## src/rtl/mult32x32_arb.sv

```systemverilog
// Two-requester arbiter in front of one shared mult32x32 (Moore FSM, sync active-low reset).
// Define MULT_ARB_RR_EN for round-robin arbitration; default build is fixed priority (requester 0 wins).
module mult32x32_arb (
    input  logic        clk,
    input  logic        reset,
    input  logic        req0,
    input  logic        req1,
    input  logic [31:0] a0,
    input  logic [31:0] b0,
    input  logic [31:0] a1,
    input  logic [31:0] b1,
    output logic        done0,
    output logic        done1,
    output logic [63:0] result,
    output logic        arb_busy,
    output logic        m_start,
    output logic [31:0] m_a,
    output logic [31:0] m_b,
    input  logic        m_busy,
    input  logic [63:0] m_product
);
    localparam int unsigned OP_W   = 32;
    localparam int unsigned PROD_W = 64;

    typedef enum logic [2:0] {
        IDLE      = 3'd0,
        ISSUE     = 3'd1,
        WAIT_RISE = 3'd2,
        WAIT_FALL = 3'd3,
        RESP      = 3'd4
    } state_t;

    state_t              state_q, state_d;
    logic                owner_q, owner_d;
    logic [OP_W-1:0]     m_a_q, m_a_d;
    logic [OP_W-1:0]     m_b_q, m_b_d;
    logic [PROD_W-1:0]   result_q, result_d;
    logic                grant1;

`ifdef MULT_ARB_RR_EN
    // rr_q=0 prefers requester 0 on a tie, rr_q=1 prefers requester 1
    logic                rr_q, rr_d;
    assign grant1 = req1 & (~req0 | rr_q);
`else
    assign grant1 = req1 & ~req0;
`endif

    // Next-state and datapath capture
    always_comb begin
        state_d  = state_q;
        owner_d  = owner_q;
        m_a_d    = m_a_q;
        m_b_d    = m_b_q;
        result_d = result_q;
`ifdef MULT_ARB_RR_EN
        rr_d     = rr_q;
`endif
        case (state_q)
            IDLE: begin
                if (req0 || req1) begin
                    owner_d = grant1;
                    m_a_d   = grant1 ? a1 : a0;
                    m_b_d   = grant1 ? b1 : b0;
                    state_d = ISSUE;
`ifdef MULT_ARB_RR_EN
                    rr_d    = ~grant1;
`endif
                end
            end
            ISSUE:     state_d = WAIT_RISE;
            WAIT_RISE: if (m_busy) state_d = WAIT_FALL;
            WAIT_FALL: begin
                if (!m_busy) begin
                    result_d = m_product;
                    state_d  = RESP;
                end
            end
            RESP:      state_d = IDLE;
            default:   state_d = IDLE;
        endcase
    end

    always_ff @(posedge clk) begin
        if (!reset) begin
            state_q  <= IDLE;
            owner_q  <= 1'b0;
            m_a_q    <= OP_W'(0);
            m_b_q    <= OP_W'(0);
            result_q <= PROD_W'(0);
`ifdef MULT_ARB_RR_EN
            rr_q     <= 1'b0;
`endif
        end else begin
            state_q  <= state_d;
            owner_q  <= owner_d;
            m_a_q    <= m_a_d;
            m_b_q    <= m_b_d;
            result_q <= result_d;
`ifdef MULT_ARB_RR_EN
            rr_q     <= rr_d;
`endif
        end
    end

    // Strobes decoded from registered state only
    assign m_start  = (state_q == ISSUE);
    assign done0    = (state_q == RESP) && !owner_q;
    assign done1    = (state_q == RESP) && owner_q;
    assign arb_busy = (state_q != IDLE);
    assign result   = result_q;
    assign m_a      = m_a_q;
    assign m_b      = m_b_q;

endmodule

```

## config.mk

```make
export PLATFORM = sky130hd
export DESIGN_NAME = mult32x32_arb
export DESIGN_NICKNAME = d
export VERILOG_FILES = /design/src/rtl/mult32x32_arb.sv
export SDC_FILE = /design/constraint.sdc
export NUM_CORES = 1
export LEC_CHECK = 0
export CORE_MARGIN = 3
export CORE_UTILIZATION = 25
export DETAILED_ROUTE_END_ITERATION = 12
export HOLD_SLACK_MARGIN = 0.06
export PLACE_DENSITY_LB_ADDON = 0.1
export SETUP_SLACK_MARGIN = 0.5
export SYNTH_ARGS = -nofsm -noshare
export SYNTH_HDL_FRONTEND = slang
export SYNTH_SLANG_ARGS = --single-unit
```

## constraint.sdc

```tcl
create_clock -name clk -period 1.1 [get_ports clk]
set_input_delay 0.165 -clock clk [delete_from_list [all_inputs] [get_ports clk]]
set_output_delay 0.165 -clock clk [all_outputs]
set_load 0.005 [all_outputs]
```

==> flow_summary.ini, run 1 <==
[status]
outcome = finished with violations
violations = setup timing

[place]
placed_area_um2 = 9220
pre_cts_ws_ns = -0.6057
routabilityCongestion = 0.7629
dp_hpwl_um = 14950
numPortBuffers = 328

[yosys]
synth-compound-area-share = 0.2114
synth_seq_cells = 132
yosysWarnings = 0
synth_mux_area_frac = 0.1167
yosys.area_share.simple = 0.1227
syn-cell-area_um2 = 5488
synthXorXnorAreaFrac = 0
syn_inst = 600
synth_top_cell_by_area = dfxtp_1
netlist_top_cells_area = dfxtp_1 48%, mux2i_1 12%, o211ai_1 8.8%, o21ai_0 6.0%, nand3_1 5.8%
synth_ff_type = dfxtp_1
synth_cell_types = 30
synth_edf_count = 0
synth_top_cell_area_share = 0.4815
seq_area_frac_synth = 0.4815
syn-mean-instance-area_um2 = 9.146
async_reset_ff_frac = 0
yosysMostFrequentCell = dfxtp_1
synth_nets = 797
synth_top_family_by_area = compound AO/OA/AOI/OAI gates
ys_top_cells_by_count = 132 x dfxtp_1, 66 x nand2_1, 66 x o21ai_0
synthAdderAreaFrac = 0

[drt]
post_drt_wl_per_cell_um = 17.05
vias_per_cell = 4.684
ant_nets = 0
drc = 0
drt-pass1-iter-count = 6
drt-total-wl_um = 20970
vias = 5761
first_iter_violations = 229

[flow_run]
drv_cap = 0

[sta]
fin_crit_ns = 1.370
finalCritPeriodShare = 1.246
fmaxAchievable_mhz = 729.9
clock_skew_ns = 0.008908
setup_viol = 134
max-slew-margin-rel = 0.7824
finalWorstSetupSlack_ns = -0.2701
fin_tns_setup_ns = -27.89
hold_viol = 0
rsz0062_at_grt = true
maxSlewViolCount = 0
tightest_slew_ns = 0.3264

[setup_path]
crit_type = flop to output port
reg2reg_to = m_b[26]
critPathArrivalTime_ns = 1.21
setup.worst_path.start = state_q[1]
cp_max_fo = 4
rr_worst_depth = 5
cp.required_ns = 0.94
r2r-start = state_q[1]
regToRegSetupSlack_ns = -0.26
cp-start-kind = flop
endpoint_kind = output port

[floorplanning]
num_rows = 53
initial_core_util = 0.2578
pin_count = 329
die_w_um = 154.2
die_y_um = 154.2
die-area_um2 = 23770
coreArea_um2 = 21290

[pwr]
ir_worst_vdd_mv = 0.8144
p_leak_uw = 0.004057
power.density_nw_per_um2 = 1360

[clock_network]
numCtsBuffers = 17
clk_pin_slew_worst_paths_ns = 0.06
cts_sinks = 132
cts-root-buf = clkbuf_16
h-tree-depth = 4
clk_latency_ns = 0.41
clk_path_buf_depth = 2
cts_tree = built

[cells_and_area]
antenna_cells = 0
multi_input_area_um2 = 2525
finalNetCount = 1139
finalCoreUtilization = 0.4726
seqCellArea_um2 = 2811
fillerInstances = 2032
layout-drive-gt1-share = 0.3843
area_growth_pct = 83.33
fin_area_um2 = 10060

[global_routing]
grt_max_degree = 82
grt_pass1_vias = 5836
grt_pass1_wl_um = 31680
overflow = 0
grt_use_total = 0.1653
antenna_found_initial = 0

[worst_hold_path]
hold_end = state_q[2]
whs_path_depth = 3
hp-class = input port to flop
min-delay-start = reset
[cell usage in the layout, fill, tap and decap left out, types with 4 or more instances in the layout]
master	Yosys	final
clkdlybuf4s50_1	0	193
dfxtp_2	0	129
buf_6	13	89
o21ai_1	57	86
nand2_1	66	66
mux2i_1	64	64
o211ai_1	64	64
nand3_1	64	63
buf_2	10	47
buf_4	4	38
o21ai_0	66	37
clkbuf_16	0	19
buf_12	0	13
o21ai_2	5	5
nor2_1	5	4
inv_6	0	4
clkinvlp_4	0	4
[routing by layer]
layer	global-route usage	up-vias	wire, um
li1	-	2849	-
met1	0.1971	2668	8760
met3	0.06473	16	1832
met4	0.04037	0	197
met5	0	-	0
met2	0.2800	228	10180
[repair_timing]
item | in CTS | in global routing
gates resized for setup | 750 | 34
pin swaps | 34 | 20
endpoints found under the setup margin | 264 | 264
cloned | 0 | 4
hold endpoints to repair | 2 | 2
buffers inserted | 11 | 1
[kinds of logic (layout without fill, tap and decap cells)]
| kind of cell | Yosys count | after routing |
|---|---|---|
| AOI/OAI and AO/OA | 195 | 195 |
| and+or+nand+nor | 145 | 145 |
| DFF | 132 | 132 |
| muxes | 64 | 64 |
| buffers and inverters | 64 | 419 |
[sequential cells by signal, indices dropped and copies added, names as in the netlist]
register  cells
state_q       3
m_a          32
m_b          32
owner_q       1
result       64
[area by class of cell]
type	instances	area share
Timing Repair Buffer	385	0.3782
Clock buffer	19	0.04402
Tap cell	275	0.03420
Sequential cell	132	0.2794
Multi-Input combinational cell	404	0.2510
Inverter	2	0.0007462
Clock inverter	13	0.01244
[stage by stage]
stage                     hold slack [ns]  power [uW]  std cells
after floorplan                    0.2588        6357        600
after global placement             0.4427        8078       1182
after detailed placement           0.4498        8117       1182
after CTS                         0.01662       13780       1225
after global routing              0.03358       14280       1230
final                             0.03957       13680       1230
[critical path, stage by stage (launching register included)]
cell,delay (ns)
dfxtp_4,0.37
nor3_4,0.22
inv_2,0.08
buf_6,0.12
[power by group]
part           switching [uW]  internal, uW  total, uW  leakage, uW
sequential                238          5180       5420      0.00113
clock                    2320          3210       5530     0.000269
combinational            1100          1630       2730      0.00265
[worst max-delay path by stage]
stage,endpoint
after floorplan,m_a[0]
after CTS,arb_busy
after detailed placement,m_a[7]
final,arb_busy
after global placement,m_b[23]
after global routing,result[14]
Note: power is estimated with default switching activity, not from simulation.
==> run 2: changes to the inputs <==
- clock period: 1.1 -> 1.3 ns (I/O delays scaled with it)
==> run 2 against run 1 <==
  * The flow still finishes with violations (setup timing)
  * Critical path type unchanged
  * Worst setup slack improved by 0.16 ns
  * Sequential power decreased by 15%
  * Cell count increased by 2.2%
  * Global-route usage decreased by 0.097 points
  * Routed wire length increased by 6.7%
  * Sequential cell count unchanged
==> flow_summary.ini, run 2 (same netlist as run 1, synthesis figures left out) <==
[status]
outcome = finished with violations
violations = setup timing

[pwr]
p_leak_uw = 0.004400
ir_worst_vdd_mv = 0.8012
power_uw = 12540
power.density_nw_per_um2 = 1129

[flow_run]
drv_cap = 0

[floorplanning]
coreArea_um2 = 21290
die-area_um2 = 23770
pin_count = 329
die_y_um = 154.2
num_rows = 53
initial_core_util = 0.2578
die_w_um = 154.2

[drt]
first_iter_violations = 292
drc = 0
drt-total-wl_um = 22370
ant_nets = 0
drt-pass1-iter-count = 5
post_drt_wl_per_cell_um = 17.80
vias = 5973
vias_per_cell = 4.752

[worst_hold_path]
hp-class = input port to flop
min-delay-start = reset

[sta]
fin_tns_setup_ns = -4.553
finalWorstSetupSlack_ns = -0.1121
fin_hold_ws_ns = 0.2711
rsz0062_at_grt = true
finalCritPeriodShare = 1.086
fmaxAchievable_mhz = 708.1
maxSlewViolCount = 0
max-slew-margin-rel = 0.7844
fin_crit_ns = 1.412
clock_skew_ns = 0.006097
hold_viol = 0
tightest_slew_ns = 0.3234
setup_viol = 125

[setup_path]
cp_max_fo = 5
critPathTopFamily = flip-flops
crit_type = flop to output port
path_cells = nor3_4 -> inv_2 -> buf_6
critical_path_buf_inv_count = 2
cp-start-kind = flop
crit_slowest_cell = dfxtp_4
r2r-start = state_q[1]
cp_slowest_stage_delay_ns = 0.37
endpoint_kind = output port
cp.required_ns = 1.11
critPathArrivalTime_ns = 1.22
setup.worst_path.start = state_q[2]

[cells_and_area]
layout-drive-gt1-share = 0.4684
area_growth_pct = 102.5
final_common_cell = clkdlybuf4s50_1
largest_reg_flops = 64
fin_area_um2 = 11110
finalNetCount = 1166
most-common-layout-cells = 195 x clkdlybuf4s50_1, 128 x dfxtp_2, 114 x buf_6
antenna_cells = 0

[clock_network]
cts-root-buf = clkbuf_16
clk_pin_slew_worst_paths_ns = 0.06
h-tree-depth = 4
cts_tree = built
clk_latency_ns = 0.41
numCtsBuffers = 17
ctsHoldBuffers = 0
clk_path_buf_depth = 2
cts_sinks = 132

[global_routing]
grt_pass1_wl_um = 31370
grt_max_degree = 82
overflow = 0
grt_pass1_vias = 5786
grt_use_total = 0.1644
antenna_found_initial = 0

[place]
dp_hpwl_um = 14380
numPortBuffers = 328
routabilityCongestion = 0.7838
placed_area_um2 = 9180
run 2: per-layer routing:
metal / wire (um) / vias to the layer above / track usage
li1: - / 2917 / -
met1: 8756 / 2767 / 0.1897
met2: 11370 / 256 / 0.2833
met3: 1807 / 33 / 0.06220
met4: 435 / 0 / 0.04836
met5: 0 / - / 0
run 2: where the power goes:
group          switching [uW]  internal (uW)  leakage (uW)  total (uW)
Combinational            1010           1530       0.00295        2540
Clock                    1840           3570      0.000320        5420
Sequential                204           4380       0.00113        4590
run 2: path summary, 6_finish.rpt:
check | end | slack, ns | cells past startpoint
max reg2reg | result[25] | -0.09 | 7
max | arb_busy | -0.11 | 3
min reg2reg | result[30] | 0.45 | 2
min | result[21] | 0.27 | 4
run 2: stage by stage:
stage,util,std cells,setup slack (ns)
3_5_place_dp,0.4313,1174,-0.4138
5_1_grt,0.5221,1257,-0.1838
3_3_place_gp,0.4313,1174,-0.3387
2_1_floorplan,-,600,0.07036
6_report,0.5221,1257,-0.1121
4_1_cts,0.4740,1220,-0.1478
run 2: layout make-up:
cell class | instances | area (um^2)
fillers | 1891 | 10170
repair buffers | 412 | 4387
multi-input cells | 404 | 2894
flip-flops and latches | 132 | 2814
clock buffers | 21 | 470.5
well taps | 275 | 344.1
clock inverters | 11 | 196.4
inverters | 2 | 7.507
run 2: repair_timing:
action,in CTS,in global routing
setup endpoints to repair,264,264
pin swaps,17,44
gates resized for setup,767,155
endpoints found under the hold margin,0,0
setup buffers,12,20
cloned,2,17
run 2: tightest hold or removal path, delay by kind of cell:
kind | cells | cell delay [ns]
buf+inv | 2 | 0.31
simple gates | 1 | 0.08
compound gates | 1 | 0.05
